==> src/rtl/kb_event_buf_pkg.sv <==
// ============================================================================
// Module  : kb_event_buf_pkg
// Brief   : Shared PS/2 prefix bytes, event field layout and decoder state type.
// Revision: 1.0
// ============================================================================
`default_nettype none

package kb_event_buf_pkg;

  localparam logic [7:0] KB_PFX_EXT = 8'hE0;
  localparam logic [7:0] KB_PFX_BRK = 8'hF0;

  localparam int EV_EXT = 9;
  localparam int EV_BRK = 8;
  localparam int EV_W   = 10;

  typedef enum logic [1:0] {
    ST_IDLE    = 2'd0,
    ST_EXT     = 2'd1,
    ST_BRK     = 2'd2,
    ST_EXT_BRK = 2'd3
  } kb_state_t;

  // Keyboard controller responses (ack, BAT, echo, errors) are not key actions
  function automatic logic kb_is_ctrl_resp(input logic [7:0] b);
    case (b)
      8'h00, 8'hAA, 8'hEE, 8'hFA, 8'hFC, 8'hFD, 8'hFE, 8'hFF: return 1'b1;
      default:                                                return 1'b0;
    endcase
  endfunction

endpackage

`default_nettype wire

==> src/rtl/kb_fifo_fwft.sv <==
// ============================================================================
// Module  : kb_fifo_fwft
// Brief   : First-word-fall-through FIFO with extra-MSB pointers and level count.
// Revision: 1.0
// ============================================================================
`default_nettype none

module kb_fifo_fwft #(
  parameter int DATA_W = 10,
  parameter int ADDR_W = 4
) (
  input  logic              clk,
  input  logic              reset,
  input  logic              wr,
  input  logic [DATA_W-1:0] din,
  input  logic              rd,
  output logic [DATA_W-1:0] dout,
  output logic              empty,
  output logic              full,
  output logic [ADDR_W:0]   level
);

  localparam int DEPTH = 2 ** ADDR_W;

  logic [DATA_W-1:0] r_mem [DEPTH];
  logic [ADDR_W:0]   r_wr_ptr;
  logic [ADDR_W:0]   r_rd_ptr;
  logic              w_do_rd;
  logic              w_do_wr;

  assign empty = (r_wr_ptr == r_rd_ptr);
  assign full  = (r_wr_ptr[ADDR_W] != r_rd_ptr[ADDR_W]) &&
                 (r_wr_ptr[ADDR_W-1:0] == r_rd_ptr[ADDR_W-1:0]);
  assign level = r_wr_ptr - r_rd_ptr;
  assign dout  = r_mem[r_rd_ptr[ADDR_W-1:0]];

  // A pop in the same cycle frees the slot, so a full FIFO can still accept
  assign w_do_rd = rd && !empty;
  assign w_do_wr = wr && (!full || w_do_rd);

  always_ff @(posedge clk or negedge reset) begin
    if (!reset) begin
      r_wr_ptr <= '0;
      r_rd_ptr <= '0;
      for (int i = 0; i < DEPTH; i++) begin
        r_mem[i] <= '0;
      end
    end else begin
      if (w_do_wr) begin
        r_mem[r_wr_ptr[ADDR_W-1:0]] <= din;
        r_wr_ptr                    <= r_wr_ptr + 1'b1;
      end
      if (w_do_rd) begin
        r_rd_ptr <= r_rd_ptr + 1'b1;
      end
    end
  end

endmodule

`default_nettype wire

==> src/rtl/kb_event_buf.sv <==
// ============================================================================
// Module  : kb_event_buf
// Brief   : PS/2 E0/F0 prefix decoder with typematic filter feeding an event FIFO.
// Revision: 1.0
// ============================================================================
`default_nettype none

module kb_event_buf
  import kb_event_buf_pkg::*;
#(
  parameter int ADDR_W       = 4,
  parameter int REPORT_BREAK = 1,
  parameter int TYPE_FILTER  = 0
) (
  input  logic            clk,
  input  logic            reset,
  input  logic            rx_done_tick,
  input  logic [7:0]      rx_dout,
  input  logic            rd_event,
  input  logic            clr_overflow,
  output logic [9:0]      event_data,
  output logic            buf_empty,
  output logic            buf_full,
  output logic            overflow,
  output logic [ADDR_W:0] level
);

  kb_state_t  r_state;
  kb_state_t  w_state_nxt;
  logic       w_ev_valid;
  logic       w_ev_ext;
  logic       w_ev_brk;
  logic       r_held_valid;
  logic       r_held_ext;
  logic [7:0] r_held_code;
  logic       w_held_match;
  logic       w_filtered;
  logic       w_report;
  logic       w_write;
  logic       w_drop;
  logic       r_overflow;

  always_ff @(posedge clk or negedge reset) begin
    if (!reset) r_state <= ST_IDLE;
    else        r_state <= w_state_nxt;
  end

  always_comb begin
    w_state_nxt = r_state;
    w_ev_valid  = 1'b0;
    w_ev_ext    = 1'b0;
    w_ev_brk    = 1'b0;
    if (rx_done_tick) begin
      case (r_state)
        ST_IDLE: begin
          if (rx_dout == KB_PFX_EXT)      w_state_nxt = ST_EXT;
          else if (rx_dout == KB_PFX_BRK) w_state_nxt = ST_BRK;
          else if (!kb_is_ctrl_resp(rx_dout)) w_ev_valid = 1'b1;
        end
        ST_EXT: begin
          if (rx_dout == KB_PFX_BRK)      w_state_nxt = ST_EXT_BRK;
          else if (rx_dout == KB_PFX_EXT) w_state_nxt = ST_EXT;
          else begin
            w_ev_valid  = 1'b1;
            w_ev_ext    = 1'b1;
            w_state_nxt = ST_IDLE;
          end
        end
        ST_BRK: begin
          if (rx_dout == KB_PFX_BRK)      w_state_nxt = ST_BRK;
          else if (rx_dout == KB_PFX_EXT) w_state_nxt = ST_EXT;
          else begin
            w_ev_valid  = 1'b1;
            w_ev_brk    = 1'b1;
            w_state_nxt = ST_IDLE;
          end
        end
        ST_EXT_BRK: begin
          if (rx_dout == KB_PFX_BRK)      w_state_nxt = ST_EXT_BRK;
          else if (rx_dout == KB_PFX_EXT) w_state_nxt = ST_EXT;
          else begin
            w_ev_valid  = 1'b1;
            w_ev_ext    = 1'b1;
            w_ev_brk    = 1'b1;
            w_state_nxt = ST_IDLE;
          end
        end
        default: w_state_nxt = ST_IDLE;
      endcase
    end
  end

  assign w_held_match = r_held_valid && (r_held_ext == w_ev_ext) && (r_held_code == rx_dout);
  assign w_filtered   = (TYPE_FILTER != 0) && !w_ev_brk && w_held_match;
  assign w_report     = !w_ev_brk || (REPORT_BREAK != 0);
  assign w_write      = w_ev_valid && w_report && !w_filtered;
  assign w_drop       = w_write && buf_full && !rd_event;

  // Held key tracks decoded actions even when breaks are not reported
  always_ff @(posedge clk or negedge reset) begin
    if (!reset) begin
      r_held_valid <= 1'b0;
      r_held_ext   <= 1'b0;
      r_held_code  <= '0;
    end else if (w_ev_valid) begin
      if (!w_ev_brk) begin
        r_held_valid <= 1'b1;
        r_held_ext   <= w_ev_ext;
        r_held_code  <= rx_dout;
      end else if (w_held_match) begin
        r_held_valid <= 1'b0;
      end
    end
  end

  always_ff @(posedge clk or negedge reset) begin
    if (!reset)            r_overflow <= 1'b0;
    else if (w_drop)       r_overflow <= 1'b1;
    else if (clr_overflow) r_overflow <= 1'b0;
  end

  assign overflow = r_overflow;

  kb_fifo_fwft #(
    .DATA_W (EV_W),
    .ADDR_W (ADDR_W)
  ) u_fifo (
    .clk   (clk),
    .reset (reset),
    .wr    (w_write),
    .din   ({w_ev_ext, w_ev_brk, rx_dout}),
    .rd    (rd_event),
    .dout  (event_data),
    .empty (buf_empty),
    .full  (buf_full),
    .level (level)
  );

endmodule

`default_nettype wire
==> config.mk <==
export PLATFORM = sky130hd
export DESIGN_NAME = kb_event_buf
export DESIGN_NICKNAME = d
export VERILOG_FILES = /design/src/rtl/kb_event_buf_pkg.sv /design/src/rtl/kb_fifo_fwft.sv /design/src/rtl/kb_event_buf.sv
export SDC_FILE = /design/constraint.sdc
export NUM_CORES = 1
export LEC_CHECK = 0
export ABC_AREA = 0
export CAP_MARGIN = 20
export CORE_MARGIN = 5
export CORE_UTILIZATION = 50
export CTS_CLUSTER_DIAMETER = 150
export CTS_CLUSTER_SIZE = 40
export DETAILED_ROUTE_END_ITERATION = 7
export PLACE_DENSITY = 0.68
export RECOVER_POWER = 50
export SETUP_SLACK_MARGIN = 0.05
export SLEW_MARGIN = 20
export SYNTH_ARGS = -nofsm -noshare
export SYNTH_HDL_FRONTEND = slang
export SYNTH_SLANG_ARGS = --single-unit
export TNS_END_PERCENT = 100
==> constraint.sdc <==
create_clock -name clk -period 2.78 [get_ports clk]
set_clock_uncertainty 0.05 [all_clocks]
set_input_delay 0.278 -clock clk [delete_from_list [all_inputs] [get_ports clk]]
set_output_delay 0.278 -clock clk [all_outputs]
set_load 0.1 [all_outputs]
# Yosys cells after proc, flatten, opt, wreduce, memory -nomap -nowiden
# Cells that the tools add are included.
classes:
  n_bitwise: 2
  eq_ne: 16
  n_lt_le_gt_ge: 3
  n_addsub: 3
  mux: 30
  reduce_logical: 18
op_table:
  columns: ["cell", "count"]
  rows:
  - ["bitwise mux 160 bit", 1]
  - ["equality test 8 bit (second input constant)", 9]
  - ["binary-select mux 10 bit (select 4 bit)", 1]
  - ["demux 10 bit (select 4 bit)", 1]
  - ["two-way mux 10 bit", 3]
  - ["two-way mux 1 bit", 18]
  - ["adder 5 x 1 -> 5 bit (second input constant)", 2]
  - [">= comparator 5 bit (second input constant)", 2]
  - ["NOT 4 -> 5 bit", 2]
  - ["zero test 8 bit", 1]
  - ["two-way mux 2 bit", 4]
  - ["OR reduction 8 bit", 1]
  - ["logical AND 1 bit", 6]
  - ["case mux 2 bit (3 select lines)", 1]
  - ["equality test 5 bit", 1]
  - ["less-than comparator 5 x 1 -> 1 bit (second input constant)", 1]
  - ["subtractor 5 bit", 1]
  - ["equality test 2 bit (second input constant)", 2]
  - ["equality test 4 bit", 1]
  - ["OR reduction 2 bit", 2]
  - ["zero test 1 bit", 3]
  - ["inequality test 3 bit (second input constant)", 1]
  - ["OR reduction 3 bit", 1]
  - ["equality test 2 x 1 -> 1 bit (second input constant)", 1]
  - ["other kinds (6)", 6]
totals:
  regBits: 173

# Depth between registers and ports, before layout
depth:
  word_depth: 15
  mapped_depth: 11

# Cells and area by module
# A second synthesis with hierarchy kept.
unflattened:
  cells_unflattened: 552
  area_unflattened_um2: 8315.5
by_module_without_submodules:
  columns: ["mod", "area_per_inst_um2", "n_inst", "seq_area_each_um2", "cells_per_inst"]
  rows:
  - ["kb_fifo_fwft", 8092.8, 1, 4254.1, 524]
  - ["kb_event_buf", 222.7, 1, 75.1, 28]

# Least setup slack after synthesis
# No wires, ideal clock.
synth_timing:
  kind: "reg2reg"
  start: "register u_fifo.r_rd_ptr[1]"
  end: "register u_fifo.r_rd_ptr[3]"
  slack_ps: -700
  t_arrival_ps: 3349
  stages_incl_launch_ff: 10
  path_cell_list: "dfrtp_1 > clkbuf_1 > clkbuf_1 > inv_1 > ha_1 > nand4_1 > nor2_1 > nor2b_1 > nand4_1 > xnor2_1"
synth_between:
  elab_chain_cells: 3
  word_cells_on_any_way: 4
synth_rtl:
  columns: ["element", "line", "source"]
  rows:
  - ["start, declared", "kb_fifo_fwft.sv:27", "logic [ADDR_W:0] r_rd_ptr;"]
  - ["start signal, assigned", "kb_fifo_fwft.sv:54", "r_rd_ptr <= r_rd_ptr + 1'b1;"]
  - ["equality test 5 bit", "kb_fifo_fwft.sv:31", "assign empty = (r_wr_ptr == r_rd_ptr);"]
  - ["net buf_empty", "kb_event_buf.sv:22", "output logic buf_empty,"]
  - ["zero test 1 bit", "kb_fifo_fwft.sv:38", "assign w_do_rd = rd && !empty;"]
  - ["logical AND 1 bit", "kb_fifo_fwft.sv:38", null]
# The timed path passes the listed nets, and every way through them passes these cells.
# A chain may end at the register's enable or synchronous reset.

# Final worst setup path
layout_timing:
  start: "register u_fifo.r_rd_ptr[0]"
  end: "output event_data[3]"
layout_between:
  elab_chain_cells: 4
layout_rtl:
  columns: ["element", "line", "source"]
  rows:
  - ["NOT 4 -> 5 bit (implied by the code)", "kb_fifo_fwft.sv:35", "assign dout = r_mem[r_rd_ptr[ADDR_W-1:0]];"]
  - ["binary-select mux 10 bit (select 4 bit)", "kb_fifo_fwft.sv:35", null]
  - ["two-way mux 10 bit (implied by the code) (2 in a row)", "kb_fifo_fwft.sv:35", null]
  - ["end, declared", "kb_event_buf.sv:21", "output logic [9:0] event_data,"]
# No other way between the ends. The select of a mux whose other input is x is not followed.

==> qor.yml <==
drcViolationCount: 0
ys_top_cells_by_area: "dfrtp_1 52%, mux2_2 21%, mux4_2 14%"
chipHeight_um: 139
worstSetupPathType: "reg2out"
layoutNonFillerInstCount: 798
overflow: 0
fmax_ghz: 0.365
dieArea_um2: 19300
cpPeakStageDelay_ns: 0.61
maxCapViolCount: 1
vias: 4657
worstPathRequired_ns: 2.45
finalSetupViolCount: 0
cpMaxStageDelayCell: "mux4_2"
layout-drive-gt1-share_pct: 52.9
rsz0062_at_grt: "true"
violations: "capacitance limit, slew limit"
gp_congestion: 0.821
antenna_found_initial: 0
grt_pass1_wl_um: 30000
min_period_ns: 2.74
crit_path_end_kind: "output port"
synth_seq_cells: 173
post_drt_wl_per_cell_um: 23.4
port_buffers: 30
crit_buf_inv: 2
cts_inserted_buffers: 17
postCtsSetupBuffers: 0
post-route-util_pct: 60.6
critPathLaunchType: "flip-flop"
cts.clk_slew.worst_paths_ns: 0.06
syn2layout_area_growth_pct: 19.9
syn_area_um2: 8290
syn_avg_cell_area_um2: 15.9
holdPathStages: 2
worstPathMaxFanout: 16
core-area_um2: 16400
synth_ff_type: "dfrtp_1"
cp_num_cells: 4
grt_use_total_pct: 20.5
pre_cts_slack_ns: 0.111
rows: 47
min_period_over_period_pct: 98.5
clockRootBuffer: "clkbuf_16"
nNetsFinal: 588
seq_area_frac_synth_pct: 52.2
routed_wl_um: 18700
hp-class: "in2reg"
yosys_warnings: 0
yosysTopAreaCell: "dfrtp_1"
path_cells: "buf_8, mux4_2, mux4_2, buf_12"
multi_input_area_um2: 3740
diodes: 0
ant_nets: 0
start_util_pct: 50.5
nFillCells: 1177
r2r_cells: 8
synthArstFlopShare_pct: 100
hold_viol_final: 0
tns_ns: 0
dp.cells: 765
clk_latency_ns: 0.43
syn_inst: 522
drv_slew: 61
cts_tree: "yes"
regArea_um2: 4330
outcome: "complete, but fails checks"
synth_enable_flop_cells: 0
ys_types: 33
cpMostUsedCell: "mux4_2"
drt_first_iter_violations: 286
first_global_vias: 5050
cts_max_path_buffers: 2
io_pins: 31
maxSlewHeadroom_pct: -7.74
firstDrtPassIters: 4
worst-slew-pin-transition_ns: 1.62
finalWorstSetupSlack_ns: 0.0420
grt_max_degree: 63
synth_top_area_share_pct: 52.2
synthesis.nets: 545
path_delay_family: "multiplexers"
die_w_um: 139
vias_per_cell: 5.84
htreeDepth: 4
clock_sinks: 173
arrival_ns: 2.41
dpl.hpwl_um: 12500
## kinds of logic (layout without fill, tap and decap cells)
kind of cell	after synthesis	count (layout)	synth area share (%)
compound gates	14	14	1.09
xor+xnor	13	13	1.37
fa+ha+maj	10	10	1.60
buf+inv	53	109	2.93
flops	173	173	52.2
mux	211	211	35.5
simple gates	48	48	5.31
## metrics by stage
stage / hold slack, ns / area (um^2)
after global placement: 0.251 / 9270
after CTS: 0.370 / 9950
final: 0.385 / 9940
after detailed placement: 0.258 / 9270
after floorplan: -0.0676 / 8320
after global routing: 0.384 / 9940
## worst paths after layout
kind,slack [ns],end,startpoint
hold reg to reg,0.44,u_fifo.r_mem[11]$_DFFE_PN0P_,u_fifo.r_mem[11]$_DFFE_PN0P_
setup / recovery,0.04,event_data[3],u_fifo.r_rd_ptr[0]$_DFFE_PN0P_
min in group asynchronous,0.75,u_fifo.r_mem[71]$_DFFE_PN0P_,reset
max in group asynchronous,0.65,u_fifo.r_mem[88]$_DFFE_PN0P_,reset
setup reg to reg,0.25,u_fifo.r_mem[90]$_DFFE_PN0P_,u_fifo.r_wr_ptr[2]$_DFFE_PN0P_
hold / removal,0.38,overflow$_DFFE_PN0P_,clr_overflow
## repair_timing
action / 4_1_cts / 5_1_grt
cloned: 0 / 0
setup endpoints to repair: 11 / 11
endpoints found under the hold margin: 59 / 0
resized for setup: 3 / 3
hold buffers: 1 / 0
## layout by cell type, fill, tap and decap left out, drive strengths merged, types with 2 or more instances in the layout
cell and instances:
a21o 2, a21oi 6, and2 3, buf 50, bufinv 6, clkbuf 24
clkdlybuf4s50 10, clkinvlp 2, dfrtp 173, dlygate4sd3 2, ha 9, inv 14
mux2 161, mux4 50, nand2 4, nand3 5, nand4 20, nor2 5
nor2b 3, nor3 4, o21ai 3, o31a 2, xnor2 11, xor2 2
## per-layer routing
| metal | vias up | part of all wire [%] | track usage (%) |
|---|---|---|---|
| met1 | 2506 | 44 | 28.1 |
| met4 | 0 | 1.6 | 6.39 |
| met3 | 22 | 4.5 | 3.59 |
| met2 | 98 | 50 | 33.7 |
| met5 | - | 0 | 0 |
| li1 | 2031 | - | - |
## worst register-to-register path: cells and delay by family (launching register included)
family,cells,cell delay (ns)
and+or+nand+nor,3,0.60
DFF,1,0.47
muxes,1,0.41
buffers and inverters,2,0.38
adders and majority gates,1,0.37
AOI/OAI and AO/OA,1,0.15
## synthesized netlist by cell type, types with 6 or more instances
library cell,instances
dfrtp_1,173
mux2_2,152
mux4_2,50
clkbuf_1,28
inv_1,13
xnor2_1,11
ha_1,9
mux2_1,9
nand4_2,8
nand4_4,8
a21oi_1,6
## registers in the layout, indices dropped and copies added (netlist names)
register and flops:
overflow 1, u_fifo.r_wr_ptr 5, u_fifo.r_mem 160, r_state 2, u_fifo.r_rd_ptr 5
## final cells by class
| class | instances | share of cell area (%) |
|---|---|---|
| Clock buffer | 22 | 4.57 |
| Clock inverter | 10 | 2.10 |
| Inverter | 13 | 0.491 |
| Multi-Input combinational cell | 296 | 37.7 |
| Sequential cell | 173 | 43.6 |
| Tap cell | 220 | 2.77 |
| Timing Repair Buffer | 64 | 8.79 |
Power is not shown: default switching activity piles up to over one toggle a cycle in this logic, so the estimate is an artifact.
